### src/rtl/rv_ctrl_pkg.sv
// Shared encodings for the RV32I multi-cycle main control unit.
// Opcode constants, the 3-bit state enum, and the datapath mux/ALU
// select encodings used by the control FSM.
// Build option: ILLEGAL_OP_TRAP_EN adds the TRAP state to the enum.
package rv_ctrl_pkg;

    // RV32I major opcodes handled by this core
    localparam logic [6:0] OP_R     = 7'b0110011;
    localparam logic [6:0] OP_I     = 7'b0010011;
    localparam logic [6:0] OP_LW    = 7'b0000011;
    localparam logic [6:0] OP_SW    = 7'b0100011;
    localparam logic [6:0] OP_BEQ   = 7'b1100011;
    localparam logic [6:0] OP_LUI   = 7'b0110111;
    localparam logic [6:0] OP_AUIPC = 7'b0010111;
    localparam logic [6:0] OP_JAL   = 7'b1101111;

`ifdef ILLEGAL_OP_TRAP_EN
    typedef enum logic [2:0] {
        S_FETCH  = 3'd0,
        S_DECODE = 3'd1,
        S_EXEC   = 3'd2,
        S_MEM    = 3'd3,
        S_WB     = 3'd4,
        S_TRAP   = 3'd5
    } state_t;
`else
    typedef enum logic [2:0] {
        S_FETCH  = 3'd0,
        S_DECODE = 3'd1,
        S_EXEC   = 3'd2,
        S_MEM    = 3'd3,
        S_WB     = 3'd4
    } state_t;
`endif

    // ALU operation select
    localparam logic [2:0] ALU_FUNCT = 3'b000;  // decode from funct3/funct7
    localparam logic [2:0] ALU_LD    = 3'b001;  // load address add
    localparam logic [2:0] ALU_ST    = 3'b010;  // store address add
    localparam logic [2:0] ALU_BR    = 3'b011;  // branch compare subtract
    localparam logic [2:0] ALU_PASSB = 3'b100;  // pass operand B (lui)
    localparam logic [2:0] ALU_ADD   = 3'b101;  // plain add

    // PC source select
    localparam logic [1:0] PC_SRC_ALU    = 2'b00;
    localparam logic [1:0] PC_SRC_ALUOUT = 2'b01;

    // ALU operand A select
    localparam logic [1:0] SRC_A_PC    = 2'b00;
    localparam logic [1:0] SRC_A_OLDPC = 2'b01;
    localparam logic [1:0] SRC_A_RS1   = 2'b10;

    // ALU operand B select
    localparam logic [1:0] SRC_B_RS2  = 2'b00;
    localparam logic [1:0] SRC_B_FOUR = 2'b01;
    localparam logic [1:0] SRC_B_IMM  = 2'b10;

    // Register write-back source select
    localparam logic [1:0] WB_ALUOUT = 2'b00;
    localparam logic [1:0] WB_MEM    = 2'b01;
    localparam logic [1:0] WB_PC     = 2'b10;

    // True for every opcode the FSM knows how to sequence
    function automatic logic op_known(input logic [6:0] opc);
        logic known;
        case (opc)
            OP_R, OP_I, OP_LW, OP_SW,
            OP_BEQ, OP_LUI, OP_AUIPC, OP_JAL: known = 1'b1;
            default:                          known = 1'b0;
        endcase
        return known;
    endfunction

endpackage

### src/rtl/multicycle_control_unit.sv
// Multi-cycle main control FSM for the RV32I core.
// Sequences FETCH/DECODE/EXEC/MEM/WB per instruction, drives datapath
// enables and mux selects, stalls on the shared memory via mem_req/mem_ready
// and counts retired instructions.
// Build option: ILLEGAL_OP_TRAP_EN -- unknown opcodes lock the FSM in TRAP and
// set the sticky illegal flag; without it unknown opcodes retire as NOPs.
//
// state  | meaning
// -------+-----------------------------------------------------------
// FETCH  | read instruction at PC, PC <= PC+4 when memory is ready
// DECODE | compute oldPC+imm (branch/jal target) into ALUOut
// EXEC   | per-opcode ALU work; beq and jal complete here
// MEM    | data access at ALUOut (lw read / sw write), wait for ready
// WB     | register file write-back, instruction retires
// TRAP   | illegal opcode seen (option only); exit via rst only
module multicycle_control_unit
    import rv_ctrl_pkg::*;
#(
    parameter int ALUOP_W = 3,
    parameter int CNT_W   = 32
) (
    input  logic               clk,
    input  logic               rst,
    input  logic [6:0]         op,
    input  logic               zero,
    input  logic               mem_ready,
    output logic               mem_req,
    output logic               mem_we,
    output logic               iord,
    output logic               ir_write,
    output logic               pc_write,
    output logic [1:0]         pc_src,
    output logic [1:0]         alu_src_a,
    output logic [1:0]         alu_src_b,
    output logic [ALUOP_W-1:0] alu_op,
    output logic               reg_write,
    output logic [1:0]         wb_sel,
    output logic               retire,
    output logic [CNT_W-1:0]   retire_cnt,
    output logic               illegal
);

    state_t     state;
    state_t     state_next;
    logic [2:0] alu_op_c;

    assign alu_op = ALUOP_W'(alu_op_c);

    // State register; reset lands in FETCH
    always_ff @(posedge clk or posedge rst) begin
        if (rst) begin
            state <= S_FETCH;
        end else begin
            state <= state_next;
        end
    end

    // Next-state and datapath controls; every output defaults to 0
    always_comb begin
        state_next = state;
        mem_req    = 1'b0;
        mem_we     = 1'b0;
        iord       = 1'b0;
        ir_write   = 1'b0;
        pc_write   = 1'b0;
        pc_src     = PC_SRC_ALU;
        alu_src_a  = SRC_A_PC;
        alu_src_b  = SRC_B_RS2;
        alu_op_c   = ALU_FUNCT;
        reg_write  = 1'b0;
        wb_sel     = WB_ALUOUT;
        retire     = 1'b0;

        case (state)
            S_FETCH: begin
                mem_req   = 1'b1;
                iord      = 1'b0;
                alu_src_a = SRC_A_PC;
                alu_src_b = SRC_B_FOUR;
                alu_op_c  = ALU_ADD;
                if (mem_ready) begin
                    ir_write   = 1'b1;
                    pc_write   = 1'b1;
                    pc_src     = PC_SRC_ALU;
                    state_next = S_DECODE;
                end
            end

            S_DECODE: begin
                alu_src_a = SRC_A_OLDPC;
                alu_src_b = SRC_B_IMM;
                alu_op_c  = ALU_ADD;
                if (op_known(op)) begin
                    state_next = S_EXEC;
                end else begin
`ifdef ILLEGAL_OP_TRAP_EN
                    state_next = S_TRAP;
`else
                    retire     = 1'b1;
                    state_next = S_FETCH;
`endif
                end
            end

            S_EXEC: begin
                case (op)
                    OP_R: begin
                        alu_src_a  = SRC_A_RS1;
                        alu_src_b  = SRC_B_RS2;
                        alu_op_c   = ALU_FUNCT;
                        state_next = S_WB;
                    end
                    OP_I: begin
                        alu_src_a  = SRC_A_RS1;
                        alu_src_b  = SRC_B_IMM;
                        alu_op_c   = ALU_FUNCT;
                        state_next = S_WB;
                    end
                    OP_LW: begin
                        alu_src_a  = SRC_A_RS1;
                        alu_src_b  = SRC_B_IMM;
                        alu_op_c   = ALU_LD;
                        state_next = S_MEM;
                    end
                    OP_SW: begin
                        alu_src_a  = SRC_A_RS1;
                        alu_src_b  = SRC_B_IMM;
                        alu_op_c   = ALU_ST;
                        state_next = S_MEM;
                    end
                    OP_LUI: begin
                        alu_src_b  = SRC_B_IMM;
                        alu_op_c   = ALU_PASSB;
                        state_next = S_WB;
                    end
                    OP_AUIPC: begin
                        alu_src_a  = SRC_A_OLDPC;
                        alu_src_b  = SRC_B_IMM;
                        alu_op_c   = ALU_ADD;
                        state_next = S_WB;
                    end
                    OP_BEQ: begin
                        // Target was computed in DECODE and sits in ALUOut
                        alu_src_a  = SRC_A_RS1;
                        alu_src_b  = SRC_B_RS2;
                        alu_op_c   = ALU_BR;
                        pc_write   = zero;
                        pc_src     = PC_SRC_ALUOUT;
                        retire     = 1'b1;
                        state_next = S_FETCH;
                    end
                    OP_JAL: begin
                        // Link value is the already-incremented PC
                        pc_write   = 1'b1;
                        pc_src     = PC_SRC_ALUOUT;
                        reg_write  = 1'b1;
                        wb_sel     = WB_PC;
                        retire     = 1'b1;
                        state_next = S_FETCH;
                    end
                    default: begin
                        state_next = S_FETCH;
                    end
                endcase
            end

            S_MEM: begin
                mem_req = 1'b1;
                iord    = 1'b1;
                mem_we  = (op == OP_SW);
                if (mem_ready) begin
                    if (op == OP_LW) begin
                        state_next = S_WB;
                    end else begin
                        retire     = 1'b1;
                        state_next = S_FETCH;
                    end
                end
            end

            S_WB: begin
                reg_write  = 1'b1;
                wb_sel     = (op == OP_LW) ? WB_MEM : WB_ALUOUT;
                retire     = 1'b1;
                state_next = S_FETCH;
            end

`ifdef ILLEGAL_OP_TRAP_EN
            S_TRAP: begin
                state_next = S_TRAP;
            end
`endif

            default: begin
                state_next = S_FETCH;
            end
        endcase

        // While reset is held the FSM sits in FETCH, but no memory access
        // or architectural update may be launched from it.
        if (rst) begin
            mem_req  = 1'b0;
            ir_write = 1'b0;
            pc_write = 1'b0;
        end
    end

    // Retired-instruction counter; wraps naturally at 2^CNT_W
    always_ff @(posedge clk or posedge rst) begin
        if (rst) begin
            retire_cnt <= '0;
        end else if (retire) begin
            retire_cnt <= retire_cnt + CNT_W'(1);
        end
    end

`ifdef ILLEGAL_OP_TRAP_EN
    // Sticky flag set on the edge that moves DECODE into TRAP
    always_ff @(posedge clk or posedge rst) begin
        if (rst) begin
            illegal <= 1'b0;
        end else if (state == S_DECODE && !op_known(op)) begin
            illegal <= 1'b1;
        end
    end
`else
    assign illegal = 1'b0;
`endif

endmodule

### config.mk
export PLATFORM = sky130hd
export DESIGN_NAME = multicycle_control_unit
export DESIGN_NICKNAME = d
export VERILOG_FILES = /design/src/rtl/rv_ctrl_pkg.sv /design/src/rtl/multicycle_control_unit.sv
export SDC_FILE = /design/constraint.sdc
export NUM_CORES = 1
export LEC_CHECK = 0
export CORE_UTILIZATION = 45
export CTS_BUF_LIST = sky130_fd_sc_hd__clkbuf_4 sky130_fd_sc_hd__clkbuf_8 sky130_fd_sc_hd__clkbuf_16
export DETAILED_ROUTE_END_ITERATION = 10
export PLACE_DENSITY_LB_ADDON = 0.15
export SYNTH_ARGS = -nofsm -noshare
export SYNTH_HDL_FRONTEND = slang
export SYNTH_SLANG_ARGS = --single-unit
### constraint.sdc
create_clock -name clk -period 2.4 [get_ports clk]
set_input_delay 0.48 -clock clk [delete_from_list [all_inputs] [get_ports clk]]
set_output_delay 0.48 -clock clk [all_outputs]
set_load 0.03 [all_outputs]
==> impl_metrics.csv <==
group,metric,value,unit
run_status,status,"finished with violations",
run_status,violations,"setup timing",
timing,whs,0.472,ns
global_routing,grt_overflow_total,0,
synthesis,synth_ff_type,"dfrtp_1",
detailed_routing,drt_pre_antenna_iters,4,
finish,drive_gt1_share,30.0,%
floorplan,die_h,69.1,µm
finish,layout.nets,319,
place,dp_hpwl,3820,µm
clock_network,clock-root-buffer,"clkbuf_8",
timing,fin_crit,2.46,ns
detailed_routing,detail_route.wirelength,5380,µm
pwr,vdd_drop_max,0.734,mV
synthesis,yosysTopAreaCellShare,43.2,%
worst_setup_path,critPathRequiredTime,1.92,ns
place,port_buffers,59,
worst_setup_path,cpPeakStageDelay,0.40,ns
worst_setup_path,cp_slowest_cell,"or3_4",
detailed_routing,drt_iter0_markers,111,
finish,areaGrowthSynthToFinish,54.2,%
global_routing,grt_pass1_vias,1851,
clock_network,clk_pin_slew,0.07,ns
synthesis,yosys-top-cells-count,"dfrtp_1 (35), nand2_1 (25), xnor2_1 (19), nand3_1 (16)",
timing,final.setup_skew,0.00577,ns
worst_hold_path,hp-class,"reg2reg",
synthesis,seq_area_frac_synth,43.2,%
synthesis,ys_warn_count,0,
detailed_routing,drc_errors,0,
clock_network,htreeDepth,2,
global_routing,grt_max_degree,36,
synthesis,yosys-top-cells-area,"dfrtp_1 (43%), xnor2_1 (8.2%), xor2_1 (6.1%)",
timing,tns,-0.119,ns
global_routing,antenna_found_initial,0,
timing,rsz0062_at_grt,"true",
finish,antenna_cells,0,
floorplan,io-pin-count,62,
global_routing,grtUsageTotal,22.9,%
timing,worst_slew_pin_slew,0.633,ns
worst_setup_path,cp_max_fo,4,
floorplan,row_count,24,
worst_setup_path,path_class,"reg2out",
clock_network,ctsHoldBuffers,0,
timing,setup_slack,-0.0644,ns
synthesis,syn_avg_cell_area,9.21,µm²
timing,drv_slew,0,
worst_setup_path,start_kind,"flip-flop",
detailed_routing,vias_per_cell,5.36,
worst_setup_path,cp.arrival,1.98,ns
clock_network,clock_path_buffers,2,
timing,clock.fmax,0.406,GHz
floorplan,die_w,69.1,µm
clock_network,numCtsBuffers,5,
timing,finalHoldViolations,0,
timing,max_slew_margin,57.7,%
detailed_routing,post_drt_wl_per_cell,15.0,µm
synthesis,ys_seq_elements,35,
pwr,p_leak,1.25,nW
worst_setup_path,end_kind,"primary output",
floorplan,fp.coreArea,0.00435,mm²
finish,utilization,71.8,%
pwr,power_density,519,mW/mm²
clock_network,cts_sinks,35,
synthesis,yosys.area.top_type,"dfrtp_1",
detailed_routing,drt.antenna.violating_nets,0,
synthesis,ys_types,41,
synthesis,synth.most_common_cell,"dfrtp_1",
worst_setup_path,cp_cell_sequence,"nand2b_4 > or3_4 > buf_6 > or3_4 > a31oi_4 > buf_6",
flow_run,maxCapViolations,0,
timing,timing.final.crit_share,103,%
clock_network,clock_latency,0.29,ns
timing,final-setup-viol-count,3,
floorplan,start_util,46.5,%
detailed_routing,vias,1925,
floorplan,dieArea,0.00477,mm²
clock_network,cts_tree,"built",
place,globalplace.congestion,0.904,
synthesis,synth_cells,220,
synthesis,syn_area,0.00203,mm²
synthesis,synth-edff-count,0,
global_routing,grt_pass1_wl,8780,µm
synthesis,ys_async_sr_fraction,100,%
-- power by group --
part	internal (mW)	switching, mW	leakage (nW)	total (mW)
sequential	0.627	0.0510	0.413	0.678
combinational	0.179	0.240	0.786	0.419
clock	0.316	0.209	0.0547	0.525
total	1.12	0.500	1.25	1.62
-- final timing paths --
path,start,end,slack [ns],cells past startpoint
min,retire_cnt[31],retire_cnt[31],0.47,1
min in group asynchronous,rst,retire_cnt[21],0.77,4
max reg2reg,state[0],retire_cnt[26],0.15,8
max,state[0],pc_write,-0.06,6
max in group asynchronous,rst,retire_cnt[13],1.32,4
min reg2reg,retire_cnt[31],retire_cnt[31],0.47,1
-- worst max-delay path, delay by kind of cell (launching register included) --
family / cells / cell delay, ns
flip-flops: 1 / 0.38
AND/OR/NAND/NOR: 3 / 0.88
AO/OA/AOI/OAI: 1 / 0.15
buffers and inverters: 2 / 0.28
-- timing repair --
item                                    4_1_cts  5_1_grt
endpoints found under the setup margin       37       23
gates resized for setup                      33       33
gates cloned                                  0        0
buffers inserted                              2        2
pin swaps                                     9        8
-- placed cells by master, fill, tap and decap left out, drive strengths merged, types with 10 or more instances in the layout --
master	count
buf	48
xor2	14
nor3	10
nand2	25
nor2	13
xnor2	19
dfrtp	35
nor4	10
nand4	14
nand3	16
clkdlybuf4s50	36
-- cells by family (layout without fill, tap and decap cells) --
family | Yosys count | count (layout) | share of synthesized area, %
flip-flops | 35 | 35 | 43.2
XOR/XNOR | 33 | 33 | 14.3
AND/OR/NAND/NOR | 119 | 119 | 32.6
buffers and inverters | 17 | 103 | 4.69
AO/OA/AOI/OAI | 14 | 14 | 4.39
adder cells (fa/ha/maj) | 1 | 1 | 0.618
other | 1 | 2 | 0.185
-- routing by layer --
| layer | part of all wire [%] | global-route usage [%] | up-vias |
|---|---|---|---|
| met3 | 2.9 | 3.51 | 9 |
| met1 | 44 | 31.0 | 937 |
| met2 | 51 | 37.5 | 37 |
| li1 | - | - | 942 |
| met4 | 1.6 | 7.26 | 0 |
| met5 | 0 | 0 | - |
-- layout make-up --
| type | instances | area (µm²) |
|---|---|---|
| clock buffer | 6 | 76.3 |
| clock inverter | 1 | 30.0 |
| fill | 344 | 1230 |
| inverter | 6 | 22.5 |
| multi-input combinational | 169 | 1260 |
| sequential | 35 | 876 |
| tap | 52 | 65.1 |
| timing repair buffer | 90 | 793 |
-- metrics by stage --
step / total power [mW] / cells / cell area (µm²) / setup WS, ns
2_1_floorplan: 0.910 / 221 / 2040 / -0.0518
3_3_place_gp: 1.07 / 348 / 2800 / -0.454
3_5_place_dp: 1.08 / 348 / 2800 / -0.482
4_1_cts: 1.61 / 357 / 3000 / -0.0761
5_1_grt: 1.69 / 359 / 3120 / -0.102
6_report: 1.62 / 359 / 3120 / -0.0644
-- registers in the layout (all words and copies together), names as in the netlist --
signal,count
retire_cnt,32
state,3
Note: power is estimated with default switching activity, not from simulation.
